--- config.mk ---
export PLATFORM = sky130hd
export DESIGN_NAME = multicycle_controller
export DESIGN_NICKNAME = d
export VERILOG_FILES = /design/src/rtl/riscv_ctrl_pkg.sv /design/src/rtl/mc_ctrl_decode.sv /design/src/rtl/multicycle_controller.sv
export SDC_FILE = /design/constraint.sdc
export NUM_CORES = 1
export LEC_CHECK = 0
export CAP_MARGIN = 20
export CORE_MARGIN = 2
export CORE_UTILIZATION = 40
export CTS_CLUSTER_SIZE = 28
export DETAILED_ROUTE_END_ITERATION = 7
export DONT_BUFFER_PORTS = 1
export PLACE_DENSITY_LB_ADDON = 0.08
export SETUP_SLACK_MARGIN = 0.05
export SYNTH_ARGS = -nofsm -noshare
export SYNTH_HDL_FRONTEND = slang
export SYNTH_SLANG_ARGS = --single-unit
--- constraint.sdc ---
create_clock -name clk -period 2.59 [get_ports clk]
set_input_delay 0.3885 -clock clk [delete_from_list [all_inputs] [get_ports clk]]
set_output_delay 0.3885 -clock clk [all_outputs]
set_load 0.01 [all_outputs]
--- src/rtl/riscv_ctrl_pkg.sv ---
// Shared definitions for the multi-cycle RV32I control path: state
// encoding, opcode constants, mux-select encodings and the immediate
// format helper.
// Optional feature macro: MC_JAL_EN (builds the JAL state and J-immediate).
package riscv_ctrl_pkg;

  // One encoding per FSM state; the JAL slot is reserved even when the
  // JAL state is not built so the debug encoding never shifts.
  typedef enum logic [3:0] {
    S_FETCH    = 4'd0,
    S_DECODE   = 4'd1,
    S_MEMADR   = 4'd2,
    S_MEMREAD  = 4'd3,
    S_MEMWB    = 4'd4,
    S_MEMWRITE = 4'd5,
    S_EXECR    = 4'd6,
    S_EXECI    = 4'd7,
    S_ALUWB    = 4'd8,
    S_BEQ      = 4'd9,
    S_JAL      = 4'd10,
    S_ILLEGAL  = 4'd11
  } state_t;

  localparam logic [6:0] OP_LOAD   = 7'b0000011;
  localparam logic [6:0] OP_STORE  = 7'b0100011;
  localparam logic [6:0] OP_RTYPE  = 7'b0110011;
  localparam logic [6:0] OP_ITYPE  = 7'b0010011;
  localparam logic [6:0] OP_BRANCH = 7'b1100011;
  localparam logic [6:0] OP_JAL    = 7'b1101111;

  localparam logic [1:0] RES_ALUOUT    = 2'b00;
  localparam logic [1:0] RES_DATA      = 2'b01;
  localparam logic [1:0] RES_ALURESULT = 2'b10;

  localparam logic [1:0] SRCA_PC    = 2'b00;
  localparam logic [1:0] SRCA_OLDPC = 2'b01;
  localparam logic [1:0] SRCA_RD1   = 2'b10;

  localparam logic [1:0] SRCB_RD2  = 2'b00;
  localparam logic [1:0] SRCB_IMM  = 2'b01;
  localparam logic [1:0] SRCB_FOUR = 2'b10;

  localparam logic [1:0] ALUOP_ADD   = 2'b00;
  localparam logic [1:0] ALUOP_SUB   = 2'b01;
  localparam logic [1:0] ALUOP_FUNCT = 2'b10;

  localparam logic [1:0] IMM_I = 2'b00;
  localparam logic [1:0] IMM_S = 2'b01;
  localparam logic [1:0] IMM_B = 2'b10;
  localparam logic [1:0] IMM_J = 2'b11;

  // Immediate format depends only on the opcode, never on the FSM state.
  function automatic logic [1:0] imm_src_for(input logic [6:0] op);
    logic [1:0] imm;
    imm = IMM_I;
    case (op)
      OP_STORE:  imm = IMM_S;
      OP_BRANCH: imm = IMM_B;
`ifdef MC_JAL_EN
      OP_JAL:    imm = IMM_J;
`endif
      default:   imm = IMM_I;
    endcase
    return imm;
  endfunction

endpackage

--- src/rtl/mc_ctrl_decode.sv ---
// Control-word decoder: maps the current state, plus the memory ready and
// ALU zero qualifiers, onto the datapath strobes and mux selects.
// Optional feature macro: MC_JAL_EN (adds the JAL state's control word).
module mc_ctrl_decode
  import riscv_ctrl_pkg::*;
(
  input  logic [3:0] state,
  input  logic       mem_ready,
  input  logic       zero,
  output logic       mem_req,
  output logic       mem_write,
  output logic       adr_src,
  output logic       ir_write,
  output logic       pc_write,
  output logic       reg_write,
  output logic [1:0] result_src,
  output logic [1:0] alu_src_a,
  output logic [1:0] alu_src_b,
  output logic [1:0] alu_op,
  output logic       illegal
);

  // Everything defaults low; each state only raises what it needs.
  always_comb begin
    mem_req    = 1'b0;
    mem_write  = 1'b0;
    adr_src    = 1'b0;
    ir_write   = 1'b0;
    pc_write   = 1'b0;
    reg_write  = 1'b0;
    result_src = RES_ALUOUT;
    alu_src_a  = SRCA_PC;
    alu_src_b  = SRCB_RD2;
    alu_op     = ALUOP_ADD;
    illegal    = 1'b0;
    case (state_t'(state))
      S_FETCH: begin
        mem_req    = 1'b1;
        adr_src    = 1'b0;
        alu_src_a  = SRCA_PC;
        alu_src_b  = SRCB_FOUR;
        alu_op     = ALUOP_ADD;
        result_src = RES_ALURESULT;
        ir_write   = mem_ready;
        pc_write   = mem_ready;
      end
      S_DECODE: begin
        alu_src_a = SRCA_OLDPC;
        alu_src_b = SRCB_IMM;
        alu_op    = ALUOP_ADD;
      end
      S_MEMADR: begin
        alu_src_a = SRCA_RD1;
        alu_src_b = SRCB_IMM;
        alu_op    = ALUOP_ADD;
      end
      S_MEMREAD: begin
        mem_req    = 1'b1;
        adr_src    = 1'b1;
        result_src = RES_ALUOUT;
      end
      S_MEMWB: begin
        result_src = RES_DATA;
        reg_write  = 1'b1;
      end
      S_MEMWRITE: begin
        mem_req    = 1'b1;
        mem_write  = 1'b1;
        adr_src    = 1'b1;
        result_src = RES_ALUOUT;
      end
      S_EXECR: begin
        alu_src_a = SRCA_RD1;
        alu_src_b = SRCB_RD2;
        alu_op    = ALUOP_FUNCT;
      end
      S_EXECI: begin
        alu_src_a = SRCA_RD1;
        alu_src_b = SRCB_IMM;
        alu_op    = ALUOP_FUNCT;
      end
      S_ALUWB: begin
        result_src = RES_ALUOUT;
        reg_write  = 1'b1;
      end
      S_BEQ: begin
        alu_src_a  = SRCA_RD1;
        alu_src_b  = SRCB_RD2;
        alu_op     = ALUOP_SUB;
        result_src = RES_ALUOUT;
        pc_write   = zero;
      end
`ifdef MC_JAL_EN
      S_JAL: begin
        alu_src_a  = SRCA_OLDPC;
        alu_src_b  = SRCB_FOUR;
        alu_op     = ALUOP_ADD;
        result_src = RES_ALUOUT;
        pc_write   = 1'b1;
      end
`endif
      S_ILLEGAL: begin
        illegal = 1'b1;
      end
      default: begin
        illegal = 1'b0;
      end
    endcase
  end

endmodule

--- src/rtl/multicycle_controller.sv ---
// Sequencing FSM for the multi-cycle RV32I core. Holds the state register
// and next-state logic; the control word comes from mc_ctrl_decode.
// Optional feature macro: MC_JAL_EN (JAL support; otherwise jal is illegal).
module multicycle_controller
  import riscv_ctrl_pkg::*;
(
  input  logic       clk,
  input  logic       rst,
  input  logic [6:0] Op,
  input  logic       zero,
  input  logic       MemReady,
  output logic       MemReq,
  output logic       MemWrite,
  output logic       AdrSrc,
  output logic       IRWrite,
  output logic       PCWrite,
  output logic       RegWrite,
  output logic [1:0] ResultSrc,
  output logic [1:0] ALUSrcA,
  output logic [1:0] ALUSrcB,
  output logic [1:0] ALUOp,
  output logic [1:0] ImmSrc,
  output logic       Illegal,
  output logic [3:0] State
);

  state_t state;

  // State register and transitions; memory states hold until MemReady,
  // ILLEGAL holds until reset, unused encodings fall into ILLEGAL.
  always_ff @(posedge clk) begin
    if (rst) begin
      state <= S_FETCH;
    end else begin
      case (state)
        S_FETCH: begin
          if (MemReady) state <= S_DECODE;
        end
        S_DECODE: begin
          case (Op)
            OP_LOAD,
            OP_STORE:  state <= S_MEMADR;
            OP_RTYPE:  state <= S_EXECR;
            OP_ITYPE:  state <= S_EXECI;
            OP_BRANCH: state <= S_BEQ;
`ifdef MC_JAL_EN
            OP_JAL:    state <= S_JAL;
`endif
            default:   state <= S_ILLEGAL;
          endcase
        end
        S_MEMADR: begin
          state <= (Op == OP_LOAD) ? S_MEMREAD : S_MEMWRITE;
        end
        S_MEMREAD: begin
          if (MemReady) state <= S_MEMWB;
        end
        S_MEMWB:    state <= S_FETCH;
        S_MEMWRITE: begin
          if (MemReady) state <= S_FETCH;
        end
        S_EXECR:    state <= S_ALUWB;
        S_EXECI:    state <= S_ALUWB;
        S_ALUWB:    state <= S_FETCH;
        S_BEQ:      state <= S_FETCH;
`ifdef MC_JAL_EN
        S_JAL:      state <= S_ALUWB;
`endif
        S_ILLEGAL:  state <= S_ILLEGAL;
        default:    state <= S_ILLEGAL;
      endcase
    end
  end

  mc_ctrl_decode u_decode (
    .state      (state),
    .mem_ready  (MemReady),
    .zero       (zero),
    .mem_req    (MemReq),
    .mem_write  (MemWrite),
    .adr_src    (AdrSrc),
    .ir_write   (IRWrite),
    .pc_write   (PCWrite),
    .reg_write  (RegWrite),
    .result_src (ResultSrc),
    .alu_src_a  (ALUSrcA),
    .alu_src_b  (ALUSrcB),
    .alu_op     (ALUOp),
    .illegal    (Illegal)
  );

  assign ImmSrc = imm_src_for(Op);
  assign State  = state;

endmodule

* Word level (Yosys, flattened, before mapping)
Index checks and enable logic that the tools add are counted.
** Storage, ports and cells
- Flip-flop bits (word level) :: 4
- Input port bits :: 11
** Cells by class
- Reductions and logical operators :: 10
- Muxes and demuxes :: 18
- Eq/ne operators :: 18
** Operators by type and width (number)
- one-hot mux 4 bit (7 select lines) :: 1
- one-hot mux 2 bit (2 select lines) :: 5
- equality test 4 x 3 -> 1 bit, second input constant :: 4
- one-hot mux 4 bit (4 select lines) :: 1
- equality test 7 x 6 -> 1 bit, second input constant :: 2
- equality test 4 bit, second input constant :: 3
- two-way mux 4 bit :: 3
- OR reduction 3 bit :: 3
- equality test 4 x 2 -> 1 bit, second input constant :: 2
- OR reduction 2 bit :: 4
- equality test 7 x 2 -> 1 bit, second input constant :: 1
- equality test 7 x 5 -> 1 bit, second input constant :: 1
- equality test 7 bit, second input constant :: 1
- two-way mux 1 bit :: 6
- != test 2 bit, second input constant :: 3
- equality test 4 x 1 -> 1 bit, second input constant :: 1
- logical NOT 4 bit :: 1
- OR reduction 4 bit :: 1
- two-way mux 3 bit :: 1
- AND reduction 3 bit :: 1
- one-hot mux 1 bit (2 select lines) :: 1

* Longest topological paths before layout
- Word-level depth :: 4
- Mapped depth :: 6
- Depth with buffers taken out :: 4

* Cells and area by module
A second synthesis with hierarchy kept.
** Unflattened totals
- Cell total of the unflattened synthesis :: 75
- Area, all modules :: 594.3 µm²
** By module, submodules not included
- multicycle_controller :: seq. area each 80.1 µm², cells each 44, instances 1, area each 352.8 µm²
- mc_ctrl_decode :: seq. area each 0.0 µm², cells each 31, instances 1, area each 241.5 µm²

* Worst setup path before layout
No wires, ideal clock.
- Path kind :: register to output
- Start point :: register state[0] (netlist: State[0])
- End point :: output PCWrite
- Setup slack :: 0.706 ns
- Path buffers :: 1
- Arrival time :: 1.495 ns
- Cell stages (with the launch flop) :: 6
- Path through :: dfxtp_1 > buf_6 > or4_1 > inv_1 > and2_1 > a21o_1
** Between the ends
- Cells in the longest elaborated chain, start to end :: 2
** RTL lines
- from (decl) :: line multicycle_controller.sv:27 : state_t state;
- from (signal assigned) :: line multicycle_controller.sv:53 : state <= (Op == OP_LOAD) ? S_MEMREAD : S_MEMWRITE;
- equality test 4 bit or logical NOT 4 bit (tied branches) :: line mc_ctrl_decode.sv:36 : case (state_t'(state))
- one-hot mux 1 bit (2 select lines) * :: line mc_ctrl_decode.sv:36
- to (decl) :: line multicycle_controller.sv:16 : output logic PCWrite,
Every way passes the cells marked *; elsewhere a longest branch is shown, timed or not.

* Worst setup path after layout
Ends and elaborated chain as after synthesis.

==> results.cfg <==
[yosys]
synth_seq_cells = 4
syn-num-nets = 88
synth_edf_count = 0
syn_area_per_cell_um2 = 7.17
synth.top_cell.area_share = 0.145
ys_seq_area_frac = 0.145
ys_top_cells_by_count = nor2_1 (10), inv_1 (5), nor3_1 (5)
yosysTopAreaCell = dfxtp_1
yosys_warnings = 0
syn_inst = 77
synth.area.top_cells = dfxtp_1 (15%), nor2_1 (6.8%), o31a_1 (4.8%)
async_reset_ff_frac = 0
synth_cell_types = 39
synth.most_common_cell = nor2_1
synth_area_um2 = 552
ys.flop_type = dfxtp_1

[sta]
worst_slew_pin_slew_ns = 0.590
clock.fmax_mhz = 462
skew_ns = 0.00313
rsz0062_at_grt = false
hold_viol_final = 0
period_share = 0.835
maxSlewHeadroom = 0.606
finalMaxSlewViolations = 0
tns_ns = 0
finalHoldWorstSlack_ns = 0.241
setup_viol = 0
fin_crit_ns = 2.16

[outcome]
outcome = complete, no violations

[clock_tree]
clkSinkCount = 4
post_cts_buffers = 0
hold_buffers = 0
clk_path_buf_depth = 2
clkTransAtPathRegs_ns = 0.04
cts-root-buf = clkbuf_4
clock_latency_ns = 0.23
htree_levels = 1
cts_made_buffers = 3
cts_tree = built
cts-resized-gates = 0

[detailed_routing]
post-route-drc-count = 0
drt-initial-drc-count = 8
ant_nets = 0
via_per_inst = 6.59
wirelength_mm = 1.50
routedWlPerCell_um = 16.5
via_count = 600
first_pass_iters = 4

[worst_setup_path]
r2r_cells = 4
max_stage_delay_ns = 0.63
cp_slowest_cell = or4_1
startpoint = State[0]
r2r-start = State[3]
worstPathMaxFanout = 9
r2r_slack_ns = 0.67
worstSetupEndpoint = PCWrite
crit_required_ns = 2.20
cp-end-kind = output port
cp.arrival_ns = 1.78
timing.rr.end = State[1]
crit_type = reg -> out
cp-start-kind = flop
crit_chain = or4_1 -> inv_1 -> and2_1 -> a21o_1

[die]
io_pins = 32
coreArea_um2 = 1300
rows = 13
die_area_um2 = 1690
die_h_um = 41.1
fp.dieW_um = 41.1
start_util = 0.424

[placed_design]
port_buffers = 0
dp_hpwl_mm = 1.14
gp_congestion = 0.735

[pwr]
ir_worst_vdd_v = 0.000449
p_per_area_nw_per_um2 = 1200
p_leak_nw = 0.221

[finish]
num_antenna_cells = 0
area_growth_syn_to_layout_pct = 5.44
nets = 89
final_layout_size_suffix_gt1_frac = 0.132
largest_reg_flops = 4

[grt]
grt-ovfl-total = 0
grt_usage = 0.200
grt_pass1_wl_mm = 2.30
grt_pass1_vias = 498
grt_start_max_net_pins = 16
antenna_found_initial = 0

[job]
maxCapViolCount = 0

[worst_hold_path]
hold_class = in -> reg
## worst min path at each step
stage / slack (ns) / end / depth (start not counted) / startpoint
floorplan: 0.46 / State[3] / 1 / rst
global route: 0.22 / State[3] / 1 / rst
CTS: 0.23 / State[3] / 1 / rst
finish: 0.24 / State[3] / 1 / rst
global placement: 0.48 / State[3] / 1 / rst
detailed placement: 0.48 / State[3] / 1 / rst
## power breakdown
| group | switching (mW) | internal [mW] |
|---|---|---|
| clock | 0.0215 | 0.0515 |
| combinational | 0.295 | 0.184 |
| sequential | 0.0594 | 0.0851 |
| total | 0.376 | 0.320 |
## worst max-delay path: cells and delay by family, from the launching register on
family,cells,cell delay [ns]
buffers and inverters,1,0.14
flip-flops,1,0.41
AND/OR/NAND/NOR,2,0.84
AO/OA/AOI/OAI,1,0.15
## metrics by stage
step | worst slack (ns) | cells | area [µm²] | power, mW | utilization
2_1_floorplan | 0.706 | 77 | 552 | 0.542 | -
3_3_place_gp | 0.685 | 88 | 559 | 0.625 | 0.430
3_5_place_dp | 0.673 | 88 | 559 | 0.624 | 0.430
4_1_cts | 0.421 | 91 | 582 | 0.700 | 0.447
5_1_grt | 0.281 | 91 | 582 | 0.782 | 0.447
6_report | 0.426 | 91 | 582 | 0.696 | 0.447
## layout by cell type (no fill, tap or decap), drive strengths merged, types with 3 or more instances in the layout
cell type and n:
nor2 10, clkbuf 3, xnor2 3, nand2b 4, nor3 5, o31a 3
inv 5, dfxtp 4, a21oi 4, buf 3
## cell families after synthesis
| kind of cell | count (synthesis) | synth area share |
|---|---|---|
| simple gates | 35 | 0.383 |
| compound gates | 23 | 0.329 |
| buf+inv | 12 | 0.0952 |
| flops | 4 | 0.145 |
| xor+xnor | 3 | 0.0476 |
## final cells by class
class                           count  area (µm²)
Clock buffer                        3        22.5
Fill cell                         152         719
Inverter                            5        18.8
Multi-Input combinational cell     61         419
Sequential cell                     4        80.1
Tap cell                           15        18.8
Timing Repair Buffer                3        22.5
## routing by layer
layer  track usage  vias to the layer above  routed length, µm
met2         0.328                       29                673
met5             0                        -                  0
met1         0.282                      278                710
met3        0.0435                        0                121
li1              -                      293                  -
met4             0                        0                  0
(Power assumes the default switching activity.)
